### config.mk
export PLATFORM = sky130hd
export DESIGN_NAME = mem_access_unit
export DESIGN_NICKNAME = d
export VERILOG_FILES = /design/src/rtl/mem_pkg.sv /design/src/rtl/load_align.sv /design/src/rtl/mem_access_unit.sv
export SDC_FILE = /design/constraint.sdc
export NUM_CORES = 1
export LEC_CHECK = 0
export ABC_CLOCK_PERIOD_IN_PS = 4300
export BUFFER_PORTS_ARGS = -buffer_cell sky130_fd_sc_hd__buf_2
export CORE_ASPECT_RATIO = 1.1
export CORE_UTILIZATION = 50
export DETAILED_ROUTE_END_ITERATION = 6
export GPL_TIMING_DRIVEN = 1
export HOLD_SLACK_MARGIN = 0.03
export PLACE_DENSITY = 0.78
export SLEW_MARGIN = 0
export SYNTH_ARGS = -nofsm -noshare
export SYNTH_HDL_FRONTEND = slang
export SYNTH_SLANG_ARGS = --single-unit
### constraint.sdc
create_clock -name clk_i -period 4.3 [get_ports clk_i]
set_clock_uncertainty 0.05 [all_clocks]
set_input_delay 0 -clock clk_i [delete_from_list [all_inputs] [get_ports clk_i]]
set_output_delay 0 -clock clk_i [all_outputs]
set_load 0.05 [all_outputs]
### src/rtl/mem_pkg.sv
// Shared constants for the MEM-stage data access unit: FSM encodings,
// RV64 load/store funct3 values, byte-lane masks and helper functions.
package mem_pkg;

    localparam logic [1:0] ST_IDLE = 2'd0;
    localparam logic [1:0] ST_REQ  = 2'd1;
    localparam logic [1:0] ST_WAIT = 2'd2;
    localparam logic [1:0] ST_RESP = 2'd3;

    localparam int unsigned TIMEOUT_CYC_DEF = 255;

    localparam logic [2:0] F3_B   = 3'b000;
    localparam logic [2:0] F3_H   = 3'b001;
    localparam logic [2:0] F3_W   = 3'b010;
    localparam logic [2:0] F3_D   = 3'b011;
    localparam logic [2:0] F3_BU  = 3'b100;
    localparam logic [2:0] F3_HU  = 3'b101;
    localparam logic [2:0] F3_WU  = 3'b110;
    localparam logic [2:0] F3_ILL = 3'b111;

    localparam logic [7:0] MASK_B = 8'h01;
    localparam logic [7:0] MASK_H = 8'h03;
    localparam logic [7:0] MASK_W = 8'h0F;
    localparam logic [7:0] MASK_D = 8'hFF;

    function automatic logic [7:0] size_mask(input logic [1:0] size);
        logic [7:0] mask;
        case (size)
            2'd0:    mask = MASK_B;
            2'd1:    mask = MASK_H;
            2'd2:    mask = MASK_W;
            2'd3:    mask = MASK_D;
            default: mask = 8'h00;
        endcase
        return mask;
    endfunction

    // Alignment fault or an encoding with no matching load/store.
    function automatic logic misaligned(input logic [2:0] funct3, input logic [2:0] offset,
                                        input logic is_store);
        logic bad;
        if (funct3 == F3_ILL) begin
            bad = 1'b1;
        end else if (is_store && funct3[2]) begin
            bad = 1'b1;
        end else begin
            case (funct3[1:0])
                2'd0:    bad = 1'b0;
                2'd1:    bad = offset[0];
                2'd2:    bad = (offset[1:0] != 2'b00);
                2'd3:    bad = (offset != 3'b000);
                default: bad = 1'b1;
            endcase
        end
        return bad;
    endfunction

endpackage

### src/rtl/load_align.sv
// Selects the addressed bytes of a read doubleword and sign/zero extends them.
module load_align
    import mem_pkg::*;
(
    input  logic [63:0] rdata,
    input  logic [2:0]  offset,
    input  logic [1:0]  size,
    input  logic        zext,
    output logic [63:0] data
);

    logic [63:0] shifted;

    assign shifted = rdata >> {offset, 3'b000};

    // Extend the selected field to 64 bits.
    always_comb begin
        data = 64'd0;
        case (size)
            2'd0:    data = {{56{~zext & shifted[7]}},  shifted[7:0]};
            2'd1:    data = {{48{~zext & shifted[15]}}, shifted[15:0]};
            2'd2:    data = {{32{~zext & shifted[31]}}, shifted[31:0]};
            2'd3:    data = shifted;
            default: data = 64'd0;
        endcase
    end

endmodule

### src/rtl/mem_access_unit.sv
// MEM-stage data memory access controller: stalls the pipeline while a load
// or store handshakes with data memory, with a watchdog that abandons stuck accesses.
module mem_access_unit
    import mem_pkg::*;
#(
    parameter int unsigned TIMEOUT_CYC = TIMEOUT_CYC_DEF
) (
    input  logic        clk_i,
    input  logic        rst_ni,
    input  logic        valid_i,
    input  logic        memread_i,
    input  logic        memwrite_i,
    input  logic [2:0]  funct3_i,
    input  logic [63:0] addr_i,
    input  logic [63:0] wdata_i,
    output logic        stall_o,
    output logic [63:0] mem_data_o,
    output logic        mem_valid_o,
    output logic        misalign_o,
    output logic        err_o,
    output logic        dmem_req_o,
    output logic        dmem_we_o,
    output logic [63:0] dmem_addr_o,
    output logic [63:0] dmem_wdata_o,
    output logic [7:0]  dmem_be_o,
    input  logic        dmem_gnt_i,
    input  logic        dmem_rvalid_i,
    input  logic [63:0] dmem_rdata_i
);

    localparam int CNT_W = $clog2(TIMEOUT_CYC + 1);
    localparam logic [CNT_W-1:0] CNT_LAST = CNT_W'(TIMEOUT_CYC - 1);
    localparam logic [CNT_W-1:0] CNT_ONE  = CNT_W'(1);

    logic [1:0]       state_r, state_nxt_s;
    logic [CNT_W-1:0] cnt_r;
    logic [63:0]      addr_r, wdata_r, mem_data_r, load_data_s;
    logic [7:0]       be_r;
    logic [1:0]       size_r;
    logic             zext_r, we_r, err_r;
    logic             is_mem_s, is_store_s, bad_s, start_s, timeout_s;

    assign is_mem_s   = valid_i & (memread_i | memwrite_i);
    assign is_store_s = memwrite_i & ~memread_i;
    assign bad_s      = misaligned(funct3_i, addr_i[2:0], is_store_s);
    assign start_s    = (state_r == ST_IDLE) & is_mem_s & ~bad_s;

    // Counter reaching its last value without a handshake abandons the access.
    assign timeout_s = (cnt_r == CNT_LAST) &
                       (((state_r == ST_REQ) & ~dmem_gnt_i) |
                        ((state_r == ST_WAIT) & ~dmem_rvalid_i));

    // Next-state selection; grant/rvalid win over a same-cycle timeout.
    always_comb begin
        state_nxt_s = state_r;
        case (state_r)
            ST_IDLE: begin
                if (start_s) state_nxt_s = ST_REQ;
                else         state_nxt_s = ST_IDLE;
            end
            ST_REQ: begin
                if (dmem_gnt_i)     state_nxt_s = we_r ? ST_RESP : ST_WAIT;
                else if (timeout_s) state_nxt_s = ST_RESP;
                else                state_nxt_s = ST_REQ;
            end
            ST_WAIT: begin
                if (dmem_rvalid_i || timeout_s) state_nxt_s = ST_RESP;
                else                            state_nxt_s = ST_WAIT;
            end
            ST_RESP: state_nxt_s = ST_IDLE;
            default: state_nxt_s = ST_IDLE;
        endcase
    end

    load_align u_load_align (
        .rdata  (dmem_rdata_i),
        .offset (addr_r[2:0]),
        .size   (size_r),
        .zext   (zext_r),
        .data   (load_data_s)
    );

    // FSM, watchdog counter, request latches and load result register.
    always_ff @(posedge clk_i or negedge rst_ni) begin
        if (!rst_ni) begin
            state_r    <= ST_IDLE;
            cnt_r      <= '0;
            addr_r     <= 64'd0;
            wdata_r    <= 64'd0;
            be_r       <= 8'd0;
            size_r     <= 2'd0;
            zext_r     <= 1'b0;
            we_r       <= 1'b0;
            err_r      <= 1'b0;
            mem_data_r <= 64'd0;
        end else begin
            state_r <= state_nxt_s;
            err_r   <= timeout_s;
            if (start_s) begin
                cnt_r   <= '0;
                addr_r  <= addr_i;
                wdata_r <= wdata_i << {addr_i[2:0], 3'b000};
                be_r    <= size_mask(funct3_i[1:0]) << addr_i[2:0];
                size_r  <= funct3_i[1:0];
                zext_r  <= funct3_i[2];
                we_r    <= is_store_s;
            end else if ((state_r == ST_REQ) || (state_r == ST_WAIT)) begin
                cnt_r <= cnt_r + CNT_ONE;
            end else begin
                cnt_r <= cnt_r;
            end
            if (timeout_s) begin
                mem_data_r <= 64'd0;
            end else if ((state_r == ST_WAIT) && dmem_rvalid_i) begin
                mem_data_r <= load_data_s;
            end else begin
                mem_data_r <= mem_data_r;
            end
        end
    end

    assign stall_o      = start_s | (state_r == ST_REQ) | (state_r == ST_WAIT);
    assign mem_valid_o  = (state_r == ST_RESP);
    assign err_o        = err_r;
    assign mem_data_o   = mem_data_r;
    assign misalign_o   = (state_r == ST_IDLE) & is_mem_s & bad_s;
    assign dmem_req_o   = (state_r == ST_REQ);
    assign dmem_we_o    = (state_r == ST_REQ) & we_r;
    assign dmem_addr_o  = {addr_r[63:3], 3'b000};
    assign dmem_wdata_o = wdata_r;
    assign dmem_be_o    = (state_r == ST_REQ) ? be_r : 8'd0;

endmodule

# == Yosys cells after proc, flatten, opt, wreduce, memory -nomap -nowiden ==
# Index checks and enable logic that the tools add are counted.
# totals
register_bits,215
in_bits,202
word_cells,74
# classes
addsub,1
eq_ne,11
shifts,3
mux,17
n_bitwise,21
n_reduce_logical,11
# ops
op,count
64-bit case mux with 4 select lines,1
64-bit 2-to-1 mux,2
64-bit by 6-bit left shift with 64-bit output,1
64-bit by 6-bit right shift with 64-bit output,1
8-bit 2-to-1 mux,4
8-bit case mux with 4 select lines,1
1-bit bitwise AND,12
2-bit == test (second input constant),6
8-bit by 1-bit adder with 8-bit output (second input constant),1
8-bit == test (second input constant),1
2-bit case mux with 4 select lines,1
8-bit by 3-bit left shift with 8-bit output,1
2-bit by 1-bit == test with 1-bit output (second input constant),3
2-bit logical NOT,3
2-bit nonzero test,3
1-bit 2-to-1 mux,5
1-bit NOT,5
2-bit 2-to-1 mux,2
1-bit bitwise OR,4
1-bit case mux with 4 select lines,1
3-bit == test (second input constant),1
3-bit nonzero test,1
1-bit logical AND,2
1-bit logical OR,2

# == Logic depth before layout (Yosys ltp) ==
# Gate-level depths: netlist of the first run.
# depth
word_depth,9
depth_mapped,9
depth_no_buf,6

# == By module ==
# Synthesis of the first run repeated with hierarchy kept, for this count alone.
# hier_totals
hier_cells,1240
hier_area_um2,13235.2
# by_module_without_submodules
mod,instances,cells_each,area_per_inst_um2
mem_access_unit,1,982,10691.5
load_align,1,258,2543.7

# == Worst setup path before layout of the first run ==
# No wires, ideal clock.
# synth_timing
path_type,register -> register
start,register with a tool-made name
end,"register mem_data_r[12], in the netlist mem_data_o[12]"
t_arrival_ps,1932
t_required_ps,4129
setup_slack_ps,2197
path_stages_with_launch,9
cell_sequence,dfrtp_1 > inv_1 > ha_1 > nand2_1 > a21oi_2 > a21oi_1 > buf_2 > clkbuf_1 > a22o_1
# synth_lines
element,line,rtl
"end signal, assigned",mem_access_unit.sv:115,mem_data_r <= load_data_s;
"end signal, assigned",mem_access_unit.sv:117,mem_data_r <= mem_data_r;
"end, declared",mem_access_unit.sv:37,"logic [63:0] addr_r, wdata_r, mem_data_r, load_data_s;"

# == Final worst setup path of the first run ==
# layout_timing
start,register state_r[0]
end,register addr_r[22]
# layout_between
elab_chain_len,3
# layout_rtl
element,line,rtl
"start, declared",mem_access_unit.sv:35,"logic [1:0] state_r, state_nxt_s;"
"start signal, assigned",mem_access_unit.sv:97,state_r <= state_nxt_s;
2-bit logical NOT,mem_access_unit.sv:46,assign start_s = (state_r == ST_IDLE) & is_mem_s & ~bad_s;
1-bit bitwise AND (2 in a row),mem_access_unit.sv:46,
"end signal, assigned",mem_access_unit.sv:101,addr_r <= addr_i;
"end, declared",mem_access_unit.sv:37,
# No other way between the ends.
# A chain may end at the register's enable or synchronous reset.

==> results of run 1 <==
## final timing paths
path                                     to  cells after the start  slack (ns)
setup / recovery                 addr_r[22]                      7        1.10
hold / removal               mem_data_o[13]                      5        0.04
setup reg to reg                 addr_r[22]                      7        1.10
hold reg to reg            dmem_wdata_o[40]                      2        0.42
max in group asynchronous        addr_r[13]                      3        2.82
min in group asynchronous        addr_r[55]                      2        0.10
## tightest hold or removal path: cells and delay by family
kind            cells  cell delay, ns
mux                 2            0.31
buf+inv             1            0.09
simple gates        1            0.07
compound gates      1            0.11
## cells by family (layout without fill, tap and decap cells)
family,Yosys count,count (layout),share of synthesized area
flip-flops,215,215,0.438
other,1,6,0.000305
AND/OR/NAND/NOR,299,299,0.105
AO/OA/AOI/OAI,285,285,0.161
multiplexers,214,214,0.200
XOR/XNOR,7,7,0.00499
buffers and inverters,171,622,0.0840
adder cells (fa/ha/maj),6,6,0.00611
## power by group through the flow
stage	Sequential (uW)	Clock [uW]	Combinational (uW)
6_report	3500	1960	6400
3_3_place_gp	3460	0	6120
3_5_place_dp	3480	0	6190
2_1_floorplan	4870	0	3630
4_1_cts	3470	1990	6350
5_1_grt	3580	2080	6740
## cell type report
| type | count | share of cell area |
|---|---|---|
| multi-input cells | 814 | 0.366 |
| flip-flops and latches | 215 | 0.334 |
| repair buffers | 572 | 0.229 |
| clock buffers | 40 | 0.0447 |
| well taps | 305 | 0.0237 |
| inverters | 8 | 0.00186 |
| clock inverters | 2 | 0.000775 |
| diodes | 3 | 0.000465 |
## routing by layer
metal  vias to the layer above  track usage  wire length [um]
li1                       5126            -                 -
met1                      5566        0.383             15200
met2                       640        0.569             21000
met3                       152       0.0709              3720
met4                         0        0.210              2750
met5                         -            0                 0
## layout by cell type, fill, tap and decap left out, types with 28 or more instances in the layout
cell,count
sky130_fd_sc_hd__nor2_1,59
sky130_fd_sc_hd__buf_2,402
sky130_fd_sc_hd__nand2_1,164
sky130_fd_sc_hd__nand3_1,32
sky130_fd_sc_hd__dlygate4sd3_1,152
sky130_fd_sc_hd__a21oi_1,35
sky130_fd_sc_hd__a22o_1,56
sky130_fd_sc_hd__mux2_2,88
sky130_fd_sc_hd__mux2i_1,94
sky130_fd_sc_hd__o21ai_0,75
sky130_fd_sc_hd__o31ai_1,28
sky130_fd_sc_hd__dfrtp_1,213
## registers in the layout, indices dropped and copies added, names as in the netlist, named ones only
register      count
addr_r           64
size_r            2
err_o             1
zext_r            1
we_r              1
mem_data_o       64
be_r              8
state_r           1
dmem_wdata_o     64
cnt_r             8
## stage by stage
stage | hold slack, ns | worst slack [ns] | instances | cell area [um^2]
2_1_floorplan | -0.346 | 2.20 | 1200 | 12300
5_1_grt | 0.0605 | 0.894 | 1958 | 16100
4_1_cts | 0.0302 | 1.12 | 1956 | 16100
3_5_place_dp | 0.137 | 1.17 | 1762 | 13900
6_report | 0.0411 | 1.10 | 1959 | 16100
3_3_place_gp | 0.124 | 1.25 | 1762 | 13900
==> results, run 1 <==
- The flow ran to the end, and the final reports show no timing, DRC or antenna violations.
- In this run the deepest clock path goes through 3 buffers.
- The remaining antenna violation count after routing is 0.
- After detailed routing, the number of remaining DRC violations is 0.
- Of the available clock period, the critical path in the final layout requires 0.744.
- The number of nets at the end of the flow is 1844.
- Summing all multi-input logic gate instances after layout gives approximately 5900 um^2.
- Input and output buffers added on the ports amount to between 400 and 500.
- The fraction of the yosys area taken by sequential cells is 0.438.
- The sum of net half-perimeters after detailed placement is about 29000 um.
- The biggest cell delay along the critical path is about 0.74 ns.
- Of the post-synthesis cell area, the dominant cell type holds 0.438.
- The number of antenna violations at the first check in global routing is 3.
- The placeable core region is roughly 24000 um^2.
- Setup repair after global routing left no endpoint under its margin.
- The switching share of total power is 0.504.
- Averaged over all synthesized cells, the footprint is 10.2 um^2.
- The quantity of gates resized following cts is 0.
- The total via count in the routed design is 11500.
- In the global route stage, overall resource usage came out at 0.337.
- The number of different library cells used by synthesis comes to 56.
- The most instantiated library cell after synthesis is sky130_fd_sc_hd__dfrtp_1.
- The die outline area is roughly 25000 um^2.
- The clock reaches the later pin of the worst-skew pair after around 0.52 ns.
- The worst setup path is launched from a flop.
- The leakage power of the design is ~0.0078 uW.
- The number of global-route vias before repair is 11800.
- The total congestion overflow after global routing is 0.
- Counting flops and latches in the post-synthesis netlist gives around 220.
- The level count of the clock H-tree is 1.
- In this run the power spent charging and discharging nets is 5980 uW.
- Yosys printed 0 warnings.
- The number of hold buffers added after cts is approximately 150.
- The power per cell area is 735 nW/um^2.
- The tree built by TritonCTS fans out to 215 sinks.
- The category of the worst setup path capture point is a flop.
- The first detailed-routing pass took 5 iterations.
- Once the clock tree was built, the setup fixing pass inserted 0 buffers.
- The required time reported for the critical path endpoint is roughly 4.6 ns.
- The cell area after synthesis is approximately 12000 um^2.
- The number of placed I/O pins is just over 400.
- The path class of the lowest-slack min-delay path is primary input to flop.
- The first global-routing pass estimated ~65000 um of wire.
- Tracing the worst setup path back leads to its startpoint at state_r[0].
- After synthesis, the cell types taking the most area are sky130_fd_sc_hd__dfrtp_1 (44%), sky130_fd_sc_hd__mux2_2 (8.1%), sky130_fd_sc_hd__mux2i_1 (7.7%).
- The final wirelength is ~43000 um.
- The clock period could shrink to about 3.2 ns.
- The clock transition time at the flip-flop clock pins of the worst setup and hold paths is around 0.060 ns.
- The worst hold path begins at dmem_rdata_i[13].
- The routed length per placed instance is 21.8 um.
- In the final layout, the share of cells above drive strength 1 is 0.343.
- The critical path buffer and inverter count is 3.
- The die outline height is 166 um.
- In the final timing run, aggregate negative setup slack is 0 ns.
- After synthesis, the most frequently instantiated cells are sky130_fd_sc_hd__dfrtp_1 (215), sky130_fd_sc_hd__nand2_1 (164), sky130_fd_sc_hd__mux2i_1 (94), sky130_fd_sc_hd__mux2_2 (88), sky130_fd_sc_hd__buf_4 (76).
- The final weighted congestion of routability-driven global placement is roughly 0.96.
- The number of failing hold endpoints at the final stage is 0.
- The arrival time of the worst setup path is between 3 and 4 ns.
- Of the total power, registers draw 0.295.
- Entering global routing, the biggest net connects roughly 130 pins.
- The predominant post-synthesis flop cell is sky130_fd_sc_hd__dfrtp_1.
- For the pin with the worst max-slew slack, the measured transition is between 1 and 1.5 ns.
- The number of DRC markers in iteration 0 is a little over 800.
- The combinational fraction of design power is 0.539.
- The internal portion of the total power is about 6000 uW.
- Measured against its own limit, the worst slew margin works out to 0.240.
- The most numerous cell type found on the critical path is sky130_fd_sc_hd__buf_4.
- The width of the die is 151 um.
- The critical path in this run is classified as flop to flop.
- The signal on the critical path passes through inv_1, ha_1, o211ai_1, nand4b_4, buf_4, buf_4, mux2_2.
- Synthesis handed over a netlist of 1198 instances.
- The cell row count is slightly below 60.
- The clock tree from TritonCTS is done.
- The peak fanout along the critical path is between 80 and 90.
- The dominant delay contributor by cell family on the critical path is buffers and inverters.
- The fmax is between 300 and 400 MHz.
- The number of synthesized flops with an enable pin is 0.
- The share of async-settable or async-resettable flops after synthesis is 1.00.
- The fill cell instance count of the final layout is about 1800.
- Registers take between 5000 and 6000 um^2.
- The total of max-cap violations is 0.
- The peak ir drop on the vdd network is just under 0.7 mV.
- From synthesis to final layout, the design area changed by 31.4%.
- Buffers inserted during clock tree synthesis total 25.
- The total power after layout is ~12000 uW.
- The critical path's slowest cell is sky130_fd_sc_hd__buf_4.
- The fraction of the core area covered by cells at the end of the flow is 0.677.
- In this run the critical register-to-register path is launched from state_r[0].
- The final count of pins violating max slew is 0.
- The via count normalized by instance count is a little under 6.
- The initial core utilization is 0.515.
- The share of total power dissipated in the clock network is 0.166.
- The final number of setup-violating endpoints is 0.
- The cell type with the largest total area after synthesis is sky130_fd_sc_hd__dfrtp_1.
- The cell chosen for the clock root is sky130_fd_sc_hd__clkbuf_16.
No activity file was read; power rests on OpenSTA's default activity.
==> run 2, diff against run 1 <==
- ABC_CLOCK_PERIOD_IN_PS: 4300 -> 3020
- clock period: 4.3 -> 3.02 ns (I/O delays scaled with it)
==> run 2 against run 1 <==
Net effect:
- power is 45% higher
- fmax increased by 11%
- combinational power is 47% higher
- critical endpoint is now mem_data_o[24]
- wire length increased by 2.2%
- sequential power increased by 38%
==> results, run 2 (synthesized netlist as in run 1, its figures left out) <==
- The sum of net half-perimeters after detailed placement is 29600 um (+3.4%).
- The count of input and output buffers was 404 (unchanged).
- The remaining max-slew budget at the tightest pin is 0.449 (+0.209).
- The portion of the clock cycle consumed by the worst path in the final layout came to 0.954 (+0.210).
- The post-CTS setup buffer count is 0 (unchanged).
- The setup path with the least slack is of type flop to flop.
- The global-route wire length before repair is 66400 um (+1.9%).
- The required time reported for the critical path endpoint was 3.37 ns (-1.27 ns).
- The final number of setup-violating endpoints is 0 (unchanged).
- Counting stages on the worst path, the most repeated cell is sky130_fd_sc_hd__dlygate4sd3_1.
- The total number of clock tree sinks was 215 (unchanged).
- The number of DRC markers in iteration 0 came to 803 (-0.74%).
- The clock transition time at the flip-flop clock pins of the worst setup and hold paths was 0.06 ns (about the same).
- The peak ir drop on the vdd network came to 0.910 mV (+31%).
- The die outline height came to 166 um (unchanged).
- The standard cell area after detailed placement is 14000 um^2 (+1.0%).
- The number of nets at the end of the flow was 1854 (+0.54%).
- The total via count in the routed design is 11700 (+1.8%).
- The number of antenna violations at the first check in global routing is 4 (+1).
- The leading cell type in the layout, fill and taps excluded is sky130_fd_sc_hd__buf_2.
- The fraction of the core area covered by cells at the end of the flow is 0.685 (+0.00866).
- The leakage power of the design is 0.00792 uW (+1.4%).
- The clock tree buffer depth is 3 (unchanged).
- The peak fanout along the critical path is 65 (-24%).
- The post-route setup TNS is 0 ns (unchanged).
- The post-route worst setup slack is 0.138 ns (-0.963 ns).
- TritonCTS built the clock tree.
- The worst setup path is captured at a flop.
- The total of max-cap violations is 0 (unchanged).
- The maximum number of pins on one net before global-route repair is 76 (-41%).
- The cell chosen for the clock root is sky130_fd_sc_hd__clkbuf_16.
- The final wirelength is 43600 um (+2.2%).
- The biggest cell delay along the critical path came to 0.57 ns (-0.17 ns).
- The die outline area came to 25200 um^2 (unchanged).
- The flow ran to the end, and the final reports show no timing, DRC or antenna violations.
- The fmax is 347 MHz (+11%).
- Setup repair after global routing left no endpoint under its margin.
- The beginning of the worst register-to-register path is addr_r[0].
- The share of layout cells above drive strength 1 was 0.353 (+0.00955).
- The number of buffers created by CTS is 24 (-4.0%).
- The actual transition at the worst max-transition pin is 0.822 ns (-0.315 ns).
- The area added between synthesis and finish is 33.1%.
- The end of the worst register-to-register path is mem_data_o[24].
- The via count normalized by instance count is 5.93 (+1.1%).
- The power per cell area came to 1050 nW/um^2 (+43%).
- In this run the worst setup path terminates at mem_data_o[24].
- The number of failing hold endpoints at the final stage is 0 (unchanged).
- The cell row count is 59 (unchanged).
- The remaining antenna violation count after routing was 0 (unchanged).
- The initial core utilization came to 0.515 (unchanged).
- The reg-to-reg setup timing slack came to 0.14 ns (-0.96 ns).
- The routed length per placed instance is 22.1 um (+1.6%).
- The global router's overall resource usage is 0.343 (+0.00626).
- The placeable core region is 23800 um^2 (unchanged).
- The logic depth of the worst register-to-register path was 8 (+1).
- The arrival time of the worst setup path came to 3.24 ns (-0.30 ns).
- The number of global-route vias before repair is 12000 (+1.5%).
- The critical path's slowest cell is sky130_fd_sc_hd__dlygate4sd3_1.
- The setup slack after placement was 0.714 ns (-0.455 ns).
- The quantity of gates resized following cts is 0 (unchanged).
- The timing startpoint of the critical path is addr_r[0].
- The total iterations of the first detailed-routing run is 5 (unchanged).
- The number of remaining DRC errors was 0 (unchanged).
- Leaving out fill and tap cells, the most frequent cells in the layout are sky130_fd_sc_hd__buf_2 (402), sky130_fd_sc_hd__dfrtp_1 (213), sky130_fd_sc_hd__nand2_1 (164).
- The level count of the clock H-tree is 1 (unchanged).
- The kind of start point of the critical path is a flop.
- The critical path goes through buf_12, mux2i_1, dlygate4sd3_1, a21oi_1, o21ai_0, dlygate4sd3_1, nand2_1, a22o_1.
- The final non-filler cell area is 16300 um^2 (+1.3%).
- The shortest period the worst path allows is 2.88 ns (-0.317 ns).
- The later-pin clock latency in the skew report is 0.52 ns (about the same).
- The total congestion overflow after global routing is 0 (unchanged).
- The final count of pins violating max slew is 0 (unchanged).
- The min-delay analysis places its worst path in the category primary input to asynchronous set/reset pin.
- The width of the die came to 151 um (unchanged).
- The number of hold buffers added after cts was 151 (-0.66%).
- The number of placed I/O pins was 408 (unchanged).
- The final weighted congestion of routability-driven global placement is 0.966 (+0.26%).
## run 2: how the worst min path moves through the flow
stage                                 end        startpoint  cells after the start
6_report                       addr_r[55]            rst_ni                      3
5_1_grt                     mem_data_o[3]  dmem_rdata_i[11]                      4
4_1_cts                  dmem_wdata_o[55]       wdata_i[55]                      5
3_5_place_dp                   addr_r[55]            rst_ni                      1
3_3_place_gp                   addr_r[55]            rst_ni                      1
2_1_floorplan  asynchronous set/reset pin            rst_ni                      0
## run 2: routing by layer
layer | part of all wire | GRT usage | up-vias
met5 | 0.00030 | 0 | -
met4 | 0.054 | 0.180 | 2
met3 | 0.091 | 0.0673 | 149
met2 | 0.50 | 0.590 | 688
met1 | 0.36 | 0.398 | 5699
li1 | - | - | 5148
## run 2: layout make-up
type	count	area [um^2]
well taps	305	382
fillers	1791	7500
inverters	8	30.0
diodes	3	7.51
flip-flops and latches	215	5390
clock inverters	11	121
clock buffers	32	672
repair buffers	583	3840
multi-input cells	814	5910
## run 2: critical path: cells and delay by family (launching register included)
kind | cells | cell delay [ns]
buffers and inverters | 3 | 1.50
DFF | 1 | 0.53
AOI/OAI and AO/OA | 3 | 0.34
muxes | 1 | 0.25
and+or+nand+nor | 1 | 0.05
## run 2: report_power, final
| group | internal, uW | total (uW) | switching, uW |
|---|---|---|---|
| Sequential | 4020 | 4820 | 799 |
| Clock | 1740 | 2960 | 1220 |
| Combinational | 2790 | 9390 | 6600 |
## run 2: stage by stage
step           cells  power (uW)  hold WS, ns
2_1_floorplan   1200       12100       -0.346
3_3_place_gp    1774       13700      -0.0919
3_5_place_dp    1774       13900      -0.0904
4_1_cts         1968       17100       0.0305
5_1_grt         1968       17900       0.0610
6_report        1971       17200       0.0412
==> run 3, diff against run 2 <==
- RECOVER_POWER: default -> 25
==> run 3 against run 2 <==
Net effect:
- the run now ends with capacitance limit, slew limit left
- worst hold slack better by 0.0019 ns
- fmax up 0.37%
- non-clock buffer count unchanged
- global-route usage unchanged
- critical path type unchanged
==> results, run 3 (synthesized netlist as in run 1, its figures left out) <==
- The power spent charging and discharging nets came to 8610 uW (about the same).
- The actual transition at the worst max-transition pin was 1.76 ns (+0.937 ns).
- The clock tree from TritonCTS is done.
- The peak fanout along the critical path is 65 (unchanged).
- The share of layout cells above drive strength 1 is 0.351 (-0.00180).
- The die outline area is 25200 um^2 (unchanged).
- The portion of the clock cycle consumed by the worst path in the final layout is 0.951 (-0.00350).
- The global-route wire length before repair is 66400 um (unchanged).
- The number of buffers created by CTS is 24 (unchanged).
- The final count of pins violating max slew is 63 (+63).
- The area added between synthesis and finish is 32.7%.
- The run finished, with violations left.
- The number of antenna violations at the first check in global routing is 4 (unchanged).
- The width of the die came to 151 um (unchanged).
- The arrival time of the worst setup path is 3.22 ns (-0.02 ns).
- The worst hold path belongs to the class primary input to flop.
- The remaining antenna violation count after routing is 0 (unchanged).
- The switching share of total power came to 0.502 (about the same).
- The final cell count without fillers was 1971 (unchanged).
- The met3 track demand over resource is 0.0673 (unchanged).
- The number of failing hold endpoints at the final stage is 0 (unchanged).
- The logic depth of the worst register-to-register path is 8 (unchanged).
- The routing layer with the top usage in global route is met2.
- The placeable core region is 23800 um^2 (unchanged).
- The sum of net half-perimeters after detailed placement is 29600 um (unchanged).
- The final number of setup-violating endpoints was 0 (unchanged).
- The required time reported for the critical path endpoint is 3.37 ns (about the same).
- The shortest period the worst path allows is 2.87 ns (-0.0106 ns).
- The clock tree buffer depth is 3 (unchanged).
- The die outline height was 166 um (unchanged).
- The depth of the worst hold-timing path is 5.
- The later-pin clock latency in the skew report is 0.52 ns (about the same).
- The post-CTS setup buffer count is 0 (unchanged).
- The number of DRC markers in iteration 0 is 814 (+1.4%).
- The maximum number of pins on one net before global-route repair is 76 (unchanged).
- The total of max-cap violations is 2 (+2).
- The count of input and output buffers is 404 (unchanged).
- The standard cell area after detailed placement came to 14000 um^2 (unchanged).
- The cell-internal power is 8530 uW (-0.10%).
- In this run the most critical hold path is launched from wdata_i[17].
- The power per cell area is 1050 nW/um^2 (+0.25%).
- The total number of clock tree sinks is 215 (unchanged).
- The global router's overall resource usage was 0.343 (unchanged).
- The initial core utilization is 0.515 (unchanged).
- The global routing met2 resource utilization is 0.590 (unchanged).
- The total congestion overflow after global routing is 0 (unchanged).
- The timing startpoint of the critical path is addr_r[0].
- The clock transition time at the flip-flop clock pins of the worst setup and hold paths is 0.06 ns (about the same).
- The startpoint identified for the worst register-to-register timing path is addr_r[0].
- The post-route setup TNS is 0 ns (unchanged).
- The number of nets at the end of the flow was 1854 (unchanged).
- The fmax was 348 MHz (+0.37%).
- The area taken by flip-flops and latches was 5390 um^2 (unchanged).
- The number of global-route vias before repair is 12000 (unchanged).
- The clock network fraction of total power came to 0.173 (about the same).
- The fill cell instance count of the final layout is 1797 (+0.34%).
- The remaining max-slew budget at the tightest pin came to -0.173 (-0.622).
- The routed length per placed instance was 22.1 um (about the same).
- The final reports fail on capacitance limit, slew limit.
- The category of the most critical setup path is flop to flop.
- The multi-input combinational cell area is 5910 um^2 (unchanged).
- The number of placed I/O pins was 408 (unchanged).
- The number of remaining DRC errors is 0 (unchanged).
- The cell row count is 59 (unchanged).
- The leakage power of the design is 0.00789 uW (-0.34%).
- The relative contribution of sequential cells to total power is 0.281 (about the same).
- The worst setup path is launched from a flop.
- The final weighted congestion of routability-driven global placement is 0.966 (unchanged).
- In this run the clock root is driven by a sky130_fd_sc_hd__clkbuf_16.
- The final non-filler cell area is 16300 um^2 (-0.34%).
- The final wirelength was 43600 um (about the same).
- In the layout the commonest cells are sky130_fd_sc_hd__buf_2 (402), sky130_fd_sc_hd__dfrtp_1 (213), sky130_fd_sc_hd__nand2_1 (164).
- The quantity of gates resized following cts is 0 (unchanged).
- The total via count in the routed design came to 11600 (-0.51%).
- The combinational fraction of design power is 0.547 (about the same).
- STA classifies the critical path endpoint as a flop.
- Setup repair after global routing left no endpoint under its margin.
- Leaving out fill and tap cells, the most frequent cell in the layout is sky130_fd_sc_hd__buf_2.
- The met1 track demand over resource is 0.398 (unchanged).
- The total iterations of the first detailed-routing run is 5 (unchanged).
- The count of placed standard cells including taps was 1774 (unchanged).
- The via count normalized by instance count is 5.90 (-0.51%).
- The peak ir drop on the vdd network is 0.910 mV (about the same).
- The level count of the clock H-tree is 1 (unchanged).
[run 3: timing repair]
item	CTS	global route
endpoints found under the setup margin	0	0
hold buffers	151	0
endpoints found under the hold margin	372	0
[run 3: area by class of cell]
class,instances,share of cell area
Timing Repair Buffer,583,0.232
Sequential cell,215,0.331
Tap cell,305,0.0234
Inverter,8,0.00184
Multi-Input combinational cell,814,0.363
Antenna cell,3,0.000461
Clock buffer,32,0.0413
Clock inverter,11,0.00745
[run 3: critical path, stage by stage (launching register included)]
cell and delay (ns):
sky130_fd_sc_hd__dfrtp_4 0.53, sky130_fd_sc_hd__buf_12 0.37, sky130_fd_sc_hd__mux2i_1 0.25, sky130_fd_sc_hd__dlygate4sd3_1 0.57, sky130_fd_sc_hd__a21oi_1 0.06, sky130_fd_sc_hd__o21ai_0 0.09
sky130_fd_sc_hd__dlygate4sd3_1 0.56, sky130_fd_sc_hd__nand2_1 0.05, sky130_fd_sc_hd__a22o_1 0.19
[run 3: path summary, 6_finish.rpt]
kind                               endpoint  slack, ns
max in group asynchronous    mem_data_o[63]       0.98
min in group asynchronous     mem_data_o[2]       0.46
setup / recovery             mem_data_o[24]       0.15
setup reg to reg             mem_data_o[24]       0.15
hold reg to reg             dmem_wdata_o[0]       0.43
hold / removal             dmem_wdata_o[17]       0.04
[run 3: power by group through the flow]
stage | Combinational (uW) | Sequential (uW) | Clock (uW)
after floorplan | 5170 | 6930 | 0
after global placement | 8940 | 4750 | 0
after detailed placement | 9060 | 4790 | 0
after CTS | 9300 | 4760 | 3000
after global routing | 9840 | 4940 | 3120
final | 9370 | 4810 | 2960
[run 3: stage by stage]
step | setup WS, ns | hold slack [ns] | power [uW] | utilization
2_1_floorplan | 0.917 | -0.346 | 12100 | -
3_3_place_gp | 0.771 | -0.0919 | 13700 | 0.588
3_5_place_dp | 0.714 | -0.0904 | 13900 | 0.588
4_1_cts | 0.199 | 0.0305 | 17100 | 0.685
5_1_grt | 0.0476 | 0.0610 | 17900 | 0.683
6_report | 0.148 | 0.0431 | 17100 | 0.683
[run 3: per-layer routing]
| layer | vias up | share of wire |
|---|---|---|
| met5 | - | 0.00030 |
| met1 | 5693 | 0.36 |
| met4 | 2 | 0.055 |
| li1 | 5142 | - |
| met3 | 149 | 0.086 |
| met2 | 640 | 0.50 |
